<file path="src/rtl/shift_feed_ctrl.sv">
`default_nettype none
// ============================================================================
// Module   : shift_feed_ctrl
// Purpose  : Serialises a parallel word onto a downstream shift register, one
//            bit per clock, in the bit order that preserves the word's layout.
//            Define SHIFT_FEED_GAP_EN to insert GAP_CYCLES idle cycles between words.
// Revision : 1.0 - initial release
// ============================================================================
module shift_feed_ctrl #(
  parameter int WIDTH      = 8,
  parameter int GAP_CYCLES = 2
) (
  input  logic             clk,
  input  logic             reset,
  input  logic             byte_valid,
  input  logic [WIDTH-1:0] byte_data,
  input  logic             msb_first,
  output logic             byte_ready,
  output logic             data_in,
  output logic             shift_left,
  output logic             shift_right,
  output logic             word_done,
  output logic             busy
);

  localparam int              CW         = (WIDTH > 1) ? $clog2(WIDTH) : 1;
  localparam logic [CW-1:0]   c_last_idx = CW'(WIDTH - 1);

  localparam logic [1:0] c_st_idle  = 2'd0;
  localparam logic [1:0] c_st_shift = 2'd1;
  localparam logic [1:0] c_st_done  = 2'd2;
`ifdef SHIFT_FEED_GAP_EN
  localparam logic [1:0] c_st_gap   = 2'd3;
  localparam int         GW         = (GAP_CYCLES > 1) ? $clog2(GAP_CYCLES) : 1;
  localparam logic [GW-1:0] c_gap_last = GW'(GAP_CYCLES - 1);

  logic [GW-1:0]    r_gap_cnt;
`else
  // The gap length only matters when the gap state exists.
  if (GAP_CYCLES < 0) begin : g_gap_cycles_unused
  end
`endif

  logic [1:0]       r_state;
  logic [CW-1:0]    r_cnt;
  logic [WIDTH-1:0] r_hold;
  logic             r_dir;

  // r_hold is pre-shifted so the next bit to send always sits at one end.
  always_ff @(posedge clk or negedge reset) begin
    if (!reset) begin
      r_state     <= c_st_idle;
      r_cnt       <= '0;
      r_hold      <= '0;
      r_dir       <= 1'b0;
      byte_ready  <= 1'b0;
      data_in     <= 1'b0;
      shift_left  <= 1'b0;
      shift_right <= 1'b0;
      word_done   <= 1'b0;
      busy        <= 1'b0;
`ifdef SHIFT_FEED_GAP_EN
      r_gap_cnt   <= '0;
`endif
    end else begin
      case (r_state)
        c_st_idle: begin
          if (byte_valid && byte_ready) begin
            r_state     <= c_st_shift;
            r_cnt       <= '0;
            r_dir       <= msb_first;
            byte_ready  <= 1'b0;
            busy        <= 1'b1;
            data_in     <= msb_first ? byte_data[WIDTH-1] : byte_data[0];
            r_hold      <= msb_first ? (byte_data << 1) : (byte_data >> 1);
            shift_left  <= msb_first;
            shift_right <= !msb_first;
          end else begin
            byte_ready  <= 1'b1;
          end
        end

        c_st_shift: begin
          if (r_cnt == c_last_idx) begin
            r_state     <= c_st_done;
            data_in     <= 1'b0;
            shift_left  <= 1'b0;
            shift_right <= 1'b0;
            word_done   <= 1'b1;
          end else begin
            r_cnt       <= r_cnt + 1'b1;
            data_in     <= r_dir ? r_hold[WIDTH-1] : r_hold[0];
            r_hold      <= r_dir ? (r_hold << 1) : (r_hold >> 1);
          end
        end

        c_st_done: begin
          word_done <= 1'b0;
`ifdef SHIFT_FEED_GAP_EN
          if (GAP_CYCLES == 0) begin
            r_state    <= c_st_idle;
            byte_ready <= 1'b1;
            busy       <= 1'b0;
          end else begin
            r_state    <= c_st_gap;
            r_gap_cnt  <= '0;
          end
`else
          r_state    <= c_st_idle;
          byte_ready <= 1'b1;
          busy       <= 1'b0;
`endif
        end

`ifdef SHIFT_FEED_GAP_EN
        c_st_gap: begin
          if (r_gap_cnt == c_gap_last) begin
            r_state    <= c_st_idle;
            byte_ready <= 1'b1;
            busy       <= 1'b0;
          end else begin
            r_gap_cnt  <= r_gap_cnt + 1'b1;
          end
        end
`endif

        default: begin
          r_state     <= c_st_idle;
          byte_ready  <= 1'b0;
          data_in     <= 1'b0;
          shift_left  <= 1'b0;
          shift_right <= 1'b0;
          word_done   <= 1'b0;
          busy        <= 1'b0;
        end
      endcase
    end
  end

endmodule
`default_nettype wire

</file>
<file path="config.mk">
export PLATFORM = sky130hd
export DESIGN_NAME = shift_feed_ctrl
export DESIGN_NICKNAME = d
export VERILOG_FILES = /design/src/rtl/shift_feed_ctrl.sv
export SDC_FILE = /design/constraint.sdc
export NUM_CORES = 1
export LEC_CHECK = 0
export BUFFER_PORTS_ARGS = -buffer_cell sky130_fd_sc_hd__buf_2
export CAP_MARGIN = 30
export CORE_AREA = 10 10 57 59
export CTS_BUF_LIST = sky130_fd_sc_hd__clkbuf_4 sky130_fd_sc_hd__clkbuf_8
export CTS_CLUSTER_DIAMETER = 200
export DETAILED_ROUTE_END_ITERATION = 7
export DIE_AREA = 0 0 67 69
export PLACE_DENSITY_LB_ADDON = 0.3
export SETUP_SLACK_MARGIN = 0.2
export SYNTH_ARGS = -nofsm -noshare
export SYNTH_HDL_FRONTEND = slang
export SYNTH_SLANG_ARGS = --single-unit
</file>
<file path="constraint.sdc">
create_clock -name clk -period 3.2 [get_ports clk]
set_clock_uncertainty 0.1 [all_clocks]
set_input_delay 0.64 -clock clk [delete_from_list [all_inputs] [get_ports clk]]
set_output_delay 0.64 -clock clk [all_outputs]
set_load 0.05 [all_outputs]
</file>
==> impl_metrics.yaml, run 1 <==
drt:
  drt_iter0_markers: 24
  routed_wl_mm: 2.22
  drtAntennaViolNets: 0
  routed_via_density: 5.58
  wl_per_cell_um: 16.0
  drtPass1Iterations: 4
  drc: 0
  vias: 775
floorplanning:
  rows: 17
  boundaryPins: 18
  die_width_um: 67
  start_util_pct: 54.2
  core_sq_mm: 0.00215
  die_area_sq_mm: 0.00462
  die_y_um: 69
job:
  cap_viol_max_count: 0
layout:
  drive_gt1_share_pct: 28.8
  diodes: 0
  fillCellCount: 191
  finish.cell_count_without_fillers: 139
  finish.instance_area_sq_mm: 0.00127
  multi_input_area_sq_um: 593
  layout_common_cells: "22 x mux2i_1, 20 x dfrtp_1, 17 x buf_2, 6 x mux2_4, 6 x inv_1"
  nets: 126
  synthToLayoutAreaGrowth_pct: 9.35
  final_common_cell: "mux2i_1"
  seqCellArea_sq_um: 500
clocking:
  insertion_delay_ns: 0.30
  htree_levels: 1
  postCtsSetupBuffers: 0
  holdBufCountCts: 0
  numCtsBuffers: 3
  cts_tree: "yes"
  clock_path_buffers: 2
  postCtsResizedCells: 0
  clk_pin_slew_worst_paths_ns: 0.11
  cts_sinks: 20
  ctsRootBufferMaster: "clkbuf_4"
logic_synthesis:
  synth_area_leader_cell: "dfrtp_1"
  syn-cell-area_sq_mm: 0.00116
  synth_top_area_share_pct: 43.0
  ys_ff_latch: 20
  yosysSeqAreaShare_pct: 43.0
  synth.area.top_cells: "dfrtp_1 43%, mux2i_1 19%, mux2_4 7.7%"
  ys_types: 30
  ys_warn_count: 0
  avgSynthCellArea_sq_um: 12.1
  synth_edf_count: 0
  synthCells: 96
  synthesis.nets: 110
  ys.flop_type: "dfrtp_1"
  ys_async_sr_fraction_pct: 100
grt:
  grt_pass1_vias: 792
  grt_max_degree: 21
  grt_pass1_wl_mm: 3.88
  grt_antenna_before_repair: 0
  grt_overflow: 0
  track_usage_pct: 10.4
pwr:
  max-vdd-ir-drop_mv: 0.602
  p_leak_uw: 0.000662
  power_density_mw_per_mm2: 1060
  finalPower_uw: 1350
setup_path:
  critical_path.max_fanout: 12
  arrival_ns: 2.23
  crit_path_start_kind: "flip-flop"
  endpoint_kind: "flip-flop"
  required_ns: 3.30
  worst-setup-path-type: "reg -> reg"
placement:
  globalplace.congestion: 0.730
  dpl.hpwl_mm: 1.65
  place_inst: 135
  port_buffers: 17
  placed_area_sq_mm: 0.00124
timing:
  worstMarginPinSlew_ns: 0.472
  holdWs_ns: 0.159
  finalSetupViolCount: 0
  hold_viol: 0
  min_period_ns: 2.13
  fin_tns_setup_ns: 0
  max_freq_mhz: 470
  rsz0062_at_grt: "false"
  period_share_pct: 66.5
  slew_violations: 0
  maxSlewHeadroom_pct: 68.5
worst_hold_path:
  worstHoldPathType: "in -> async"
outcome:
  outcome: "completed"
registers in the layout, summed over array words and instances (netlist names):
| register | count |
|---|---|
| byte_ready | 1 |
| r_cnt | 3 |
| r_state | 2 |
| r_dir | 1 |
| shift_right | 1 |
| data_in | 1 |
| busy | 1 |
| shift_left | 1 |
| r_hold | 8 |
| word_done | 1 |
worst max-delay path, cell delays in order, from the launching register on:
cell and delay [ns]:
dfrtp_1 0.41, ha_1 0.20, ha_1 0.25, or2b_1 0.28
a21oi_4 0.40, mux2_2 0.38
power by group:
part | switching (uW) | internal (uW) | total [uW]
clock network | 77.0 | 69.5 | 147
logic | 352 | 354 | 706
registers | 127 | 371 | 497
total | 556 | 794 | 1350
layout make-up:
cell class | instances | share of cell area, %
well taps | 28 | 2.75
inverters | 6 | 1.77
flip-flops and latches | 20 | 39.3
multi-input cells | 64 | 46.6
repair buffers | 17 | 6.69
clock buffers | 4 | 2.85
stage by stage:
stage                     util [%]  setup slack, ns
final                         59.2             1.07
after global routing          59.2            0.957
after CTS                     59.2             1.08
after detailed placement      57.5             1.09
after global placement        57.5             1.15
after floorplan                  -             1.32
logic make-up (layout without fill, tap and decap cells):
| group | count (synthesis) | count (layout) | share of synthesized area, % |
|---|---|---|---|
| multiplexers | 30 | 30 | 28.6 |
| flip-flops | 20 | 20 | 43.0 |
| AND/OR/NAND/NOR | 18 | 18 | 10.6 |
| AO/OA/AOI/OAI | 14 | 14 | 9.57 |
| buffers and inverters | 12 | 27 | 6.02 |
| adder cells (fa/ha/maj) | 2 | 2 | 2.15 |
Yosys cell counts (all sizes together), types with 2 or more instances:
cell type and number:
nand2b 2, o2bb2ai 4, a21oi 5, nand2 2, ha 2, mux2 8, buf 6, dfrtp 20
nor2b 3, nor2 3, mux2i 22, inv 6
worst paths after layout:
kind                       startpoint         to  slack, ns  cells after the start
min in group clk            word_done  word_done       0.41                      2
max in group asynchronous       reset  word_done       2.53                      1
max reg2reg                  r_cnt[0]  r_hold[5]       1.07                      5
min reg2reg                 word_done  word_done       0.41                      2
max                          r_cnt[0]  r_hold[5]       1.07                      5
min                             reset  r_hold[3]       0.16                      1
layer usage:
layer,GRT usage (%),wire length [um],vias to the layer above
li1,-,-,374
met1,13.2,996,387
met2,16.3,1120,10
met3,3.54,81,4
met4,2.71,26,0
met5,0,0,-
Note: power is estimated with default switching activity, not from simulation.
==> run 2: changes to the inputs <==
clock period = 2 ns   (was 3.2 ns; I/O delays follow)
==> run 2 against run 1 <==
  * Critical path depth grew 1
  * Clock-buffer cell count shrank 1
  * First-iteration DRC count grew 67%
  * Combinational power grew 95%
  * Worst setup slack lost 0.89 ns
  * Sequential share of layout area shrank 2.6 points
  * Non-clock buffer count grew 9
  * Sequential power grew 59%
  * Flip-flop and latch count is the same
  * Cell count grew 5.8%
  * Global-route usage grew 0.95 points
  * Total power grew 75%
  * Critical endpoint is now r_hold[7]
==> impl_metrics.yaml, run 2 (synthesized netlist as in run 1, its figures left out) <==
timing:
  fin_tns_setup_ns: 0
  hold_viol: 0
  rsz0062_at_grt: "true"
  min_period_ns: 1.82
  slew_violations: 0
  max_freq_mhz: 551
  maxSlewHeadroom_pct: 66.8
  worstMarginPinSlew_ns: 0.497
  period_share_pct: 90.8
  finalSetupViolCount: 0
clocking:
  cts_tree: "yes"
  numCtsBuffers: 3
  cts_sinks: 20
  ctsRootBufferMaster: "clkbuf_4"
  insertion_delay_ns: 0.30
  htree_levels: 1
  clock_path_buffers: 2
  clk_pin_slew_worst_paths_ns: 0.11
worst_hold_path:
  min-delay-start: "byte_data[1]"
  worstHoldPathType: "in -> reg"
  hold_depth: 3
  min_to: "r_hold[0]"
drt:
  routed_via_density: 5.40
  vias: 794
  drtAntennaViolNets: 0
  routed_wl_mm: 2.49
  wl_per_cell_um: 17.0
  drc: 0
  drtPass1Iterations: 3
  drt_iter0_markers: 40
floorplanning:
  die_y_um: 69
  core_sq_mm: 0.00215
  rows: 17
  start_util_pct: 54.2
  die_width_um: 67
  die_area_sq_mm: 0.00462
  boundaryPins: 18
grt:
  grt_overflow: 0
  grt_pass1_vias: 844
  grt_antenna_before_repair: 0
  grt_pass1_wl_mm: 4.26
  track_usage_pct: 11.4
  grt_max_degree: 21
placement:
  port_buffers: 17
  dpl.hpwl_mm: 1.81
  globalplace.congestion: 0.755
  place_inst: 138
layout:
  diodes: 0
  final_common_cell: "mux2i_1"
  layout_common_cells: "22 x mux2i_1, 20 x dfrtp_1, 17 x buf_2, 8 x mux2_4, 7 x buf_4"
  top_regs: "r_hold (8), r_cnt (3), r_state (2)"
  regMostFlops: "r_hold"
  drive_gt1_share_pct: 34.5
  largest_reg_flops: 8
  nets: 135
  synthToLayoutAreaGrowth_pct: 17.2
  finish.cell_count_without_fillers: 147
  final_core_util_pct: 63.5
setup_path:
  regToRegStartpoint: "r_cnt[1]"
  arrival_ns: 1.91
  cp_slowest_stage_delay_ns: 0.41
  r2r.worst_path.cells: 6
  r2r_slack_ns: 0.18
  crit_path_start_kind: "flip-flop"
  critical_path.max_fanout: 7
  cp_cell_sequence: "ha_2 -> ha_4 -> or2b_1 -> a21oi_4 -> buf_12 -> mux2_4"
  required_ns: 2.10
  critPathSlowestCell: "dfrtp_1"
  reg2reg_to: "r_hold[7]"
  worst-setup-path-type: "reg -> reg"
  endpoint_kind: "flip-flop"
outcome:
  outcome: "completed"
job:
  cap_viol_max_count: 0
pwr:
  p_leak_uw: 0.000708
  power_density_mw_per_mm2: 1730
  max-vdd-ir-drop_mv: 0.858
## run 2: critical path: cells and delay by family, from the launching register on
kind            cells  cell delay, ns
compound gates      1            0.16
fa+ha+maj           2            0.36
buf+inv             1            0.15
flops               1            0.41
mux                 1            0.30
simple gates        1            0.24
## run 2: repair_timing
item                                   4_1_cts  5_1_grt
gates resized for setup                      2        1
endpoints found under the hold margin       20        0
buffers inserted                             3        2
setup endpoints to repair                    7        8
pin swaps                                    2        0
hold buffers                                 1        0
cloned                                       0        0
## run 2: area by class of cell
cell class,count,area [sq um]
clock buffer,3,22.5
multi-input combinational,64,616
fill,184,785
sequential,20,500
tap,28,35.0
timing repair buffer,26,168
inverter,6,22.5
## run 2: worst max-delay path by stage
stage                        start        end  slack (ns)  cells after the start
after floorplan           r_cnt[1]  r_hold[1]        0.18                      6
after global routing      r_cnt[1]  r_hold[7]        0.11                      6
after CTS                 r_cnt[1]  r_hold[2]        0.18                      6
final                     r_cnt[1]  r_hold[7]        0.18                      6
after global placement    r_cnt[0]  r_hold[5]        0.15                      6
after detailed placement  r_cnt[1]  r_hold[5]         0.1                      6
## run 2: power breakdown
group	internal, uW	switching [uW]
sequential	593	198
combinational	730	645
clock	70.2	120
## run 2: metrics by stage
step / setup WS [ns] / total power [uW] / cell area, sq um / hold slack, ns
floorplan: 0.177 / 1800 / 1180 / 0.00441
global placement: 0.148 / 2030 / 1290 / 0.264
detailed placement: 0.0986 / 2080 / 1290 / 0.274
CTS: 0.183 / 2340 / 1350 / 0.347
global route: 0.110 / 2530 / 1360 / 0.373
finish: 0.184 / 2360 / 1360 / 0.348
## run 2: routing by layer
metal | share of wire [%] | up-vias | GRT usage (%)
met5 | 0 | - | 0
met4 | 0.84 | 0 | 3.85
met3 | 2.9 | 2 | 3.06
met2 | 50 | 7 | 17.2
met1 | 46 | 396 | 15.1
li1 | - | 389 | -
==> run 3: changes to the inputs <==
CAP_MARGIN = 10   (was 30)
PLACE_DENSITY = 0.76   (was unset)
PLACE_DENSITY_LB_ADDON = unset   (was 0.3)
clock period = 2.1 ns   (was 2 ns; I/O delays follow)
==> run 3 against run 2 <==
  * Core utilization is 1.5 points higher
  * Hold slack improved by 0.0083 ns
  * Maximum frequency decreased by 3.0%
  * Register-to-register slack improved by 0.04 ns
  * Clock-buffer cell count is 1 higher
  * Critical endpoint unchanged
  * Via count decreased by 1.1%
  * Sequential share of layout area decreased by 0.82 points
==> impl_metrics.yaml, run 3 (synthesized netlist as in run 1, its figures left out) <==
outcome:
  outcome: "completed"
placement:
  dpl.hpwl_mm: 1.71
  port_buffers: 17
  globalplace.congestion: 0.757
  place_ws_ns: 0.110
layout:
  regMostFlops: "r_hold"
  drive_gt1_share_pct: 35.0
  synthToLayoutAreaGrowth_pct: 19.9
  layout_common_cells: "22 x mux2i_1, 20 x dfrtp_1, 17 x buf_2, 8 x mux2_4"
  largest_reg_flops: 8
  nets: 135
  top_regs: "r_hold (8), r_cnt (3), r_state (2)"
  diodes: 0
  final_common_cell: "mux2i_1"
timing:
  layout_setup_ws_ns: 0.228
  period_share_pct: 89.1
  min_period_ns: 1.87
  holdWs_ns: 0.356
  slew_violations: 0
  worstMarginPinSlew_ns: 0.498
  max_freq_mhz: 534
  maxSlewHeadroom_pct: 66.8
  hold_viol: 0
  fin_tns_setup_ns: 0
  finalSetupViolCount: 0
  rsz0062_at_grt: "true"
setup_path:
  crit_path_start_kind: "flip-flop"
  arrival_ns: 1.97
  r2r_slack_ns: 0.23
  endpoint_kind: "flip-flop"
  reg2reg_to: "r_hold[7]"
  critical_path.max_fanout: 4
  worst-setup-path-type: "reg -> reg"
  r2r.worst_path.cells: 6
  regToRegStartpoint: "r_cnt[1]"
  required_ns: 2.20
drt:
  drtAntennaViolNets: 0
  drc: 0
  drt_iter0_markers: 23
  routed_wl_mm: 2.44
  wl_per_cell_um: 16.5
  drtPass1Iterations: 4
  routed_via_density: 5.30
  vias: 785
grt:
  grt_antenna_before_repair: 0
  grt_max_degree: 21
  grt_pass1_wl_mm: 3.88
  grt_pass1_vias: 842
  track_usage_pct: 10.3
  grt_overflow: 0
floorplanning:
  start_util_pct: 54.2
  boundaryPins: 18
  die_y_um: 69
  die_width_um: 67
  core_sq_mm: 0.00215
  rows: 17
  die_area_sq_mm: 0.00462
clocking:
  cts_tree: "yes"
  ctsRootBufferMaster: "clkbuf_4"
  clk_pin_slew_worst_paths_ns: 0.12
  cts_sinks: 20
  htree_levels: 1
  numCtsBuffers: 3
  insertion_delay_ns: 0.30
  clock_path_buffers: 2
worst_hold_path:
  hold_depth: 3
  worstHoldPathType: "in -> reg"
  min-delay-start: "byte_data[1]"
  min_to: "r_hold[0]"
job:
  cap_viol_max_count: 0
pwr:
  max-vdd-ir-drop_mv: 0.937
  p_leak_uw: 0.000723
  power_density_mw_per_mm2: 1670
## run 3: cell count changes in the layout (fill, tap and decap cells not counted), sizes merged
cell / change
buf: -1
clkbuf: +2
## run 3: how the worst max path moves through the flow
stage                     cells after the start   endpoint     start  slack [ns]
after CTS                                     6  r_hold[4]  r_cnt[0]        0.20
after global routing                          6  r_hold[3]  r_cnt[1]        0.19
final                                         6  r_hold[7]  r_cnt[1]        0.23
after global placement                        5  r_hold[4]  r_cnt[0]        0.17
after detailed placement                      5  r_hold[4]  r_cnt[0]        0.11
after floorplan                               6  r_hold[1]  r_cnt[0]        0.22
## run 3: area by class of cell
type / instances / area, sq um
multi-input combinational: 64 / 616
clock buffer: 4 / 36.3
fill: 174 / 753
tap: 28 / 35.0
timing repair buffer: 26 / 185
inverter: 6 / 22.5
sequential: 20 / 500
## run 3: where the power goes
part           internal (uW)  switching (uW)  leakage (uW)
clock                    106             123     0.0000210
sequential               565             179      0.000242
combinational            740             621      0.000460
total                   1410             922      0.000723
## run 3: per-stage QoR
step | utilization (%) | area, sq um | std cells | power, uW
global route | 64.9 | 1400 | 148 | 2480
finish | 64.9 | 1400 | 148 | 2330
floorplan | - | 1160 | 96 | 1690
detailed placement | 58.6 | 1260 | 138 | 1890
CTS | 62.4 | 1340 | 146 | 2210
global placement | 58.6 | 1260 | 138 | 1850
## run 3: critical path: stages, from the launching register on
cell	delay, ns
dfrtp_1	0.41
ha_2	0.20
ha_4	0.15
or2b_1	0.24
a21oi_4	0.20
clkbuf_16	0.18
mux2_4	0.29
## run 3: repair_timing
action                                  in CTS  in global routing
gates cloned                                 0                  1
setup buffers                                3                  1
hold buffers                                 1                  0
endpoints found under the hold margin       20                  0
endpoints found under the setup margin      10                  8
pin swaps                                    1                  2
gates resized for setup                      0                  5
## run 3: layer usage
metal	GRT usage (%)	wire length [um]	vias up
li1	-	-	390
met1	12.6	1050	384
met2	16.9	1280	7
met3	2.25	86	4
met4	3.39	21	0
met5	0	0	-
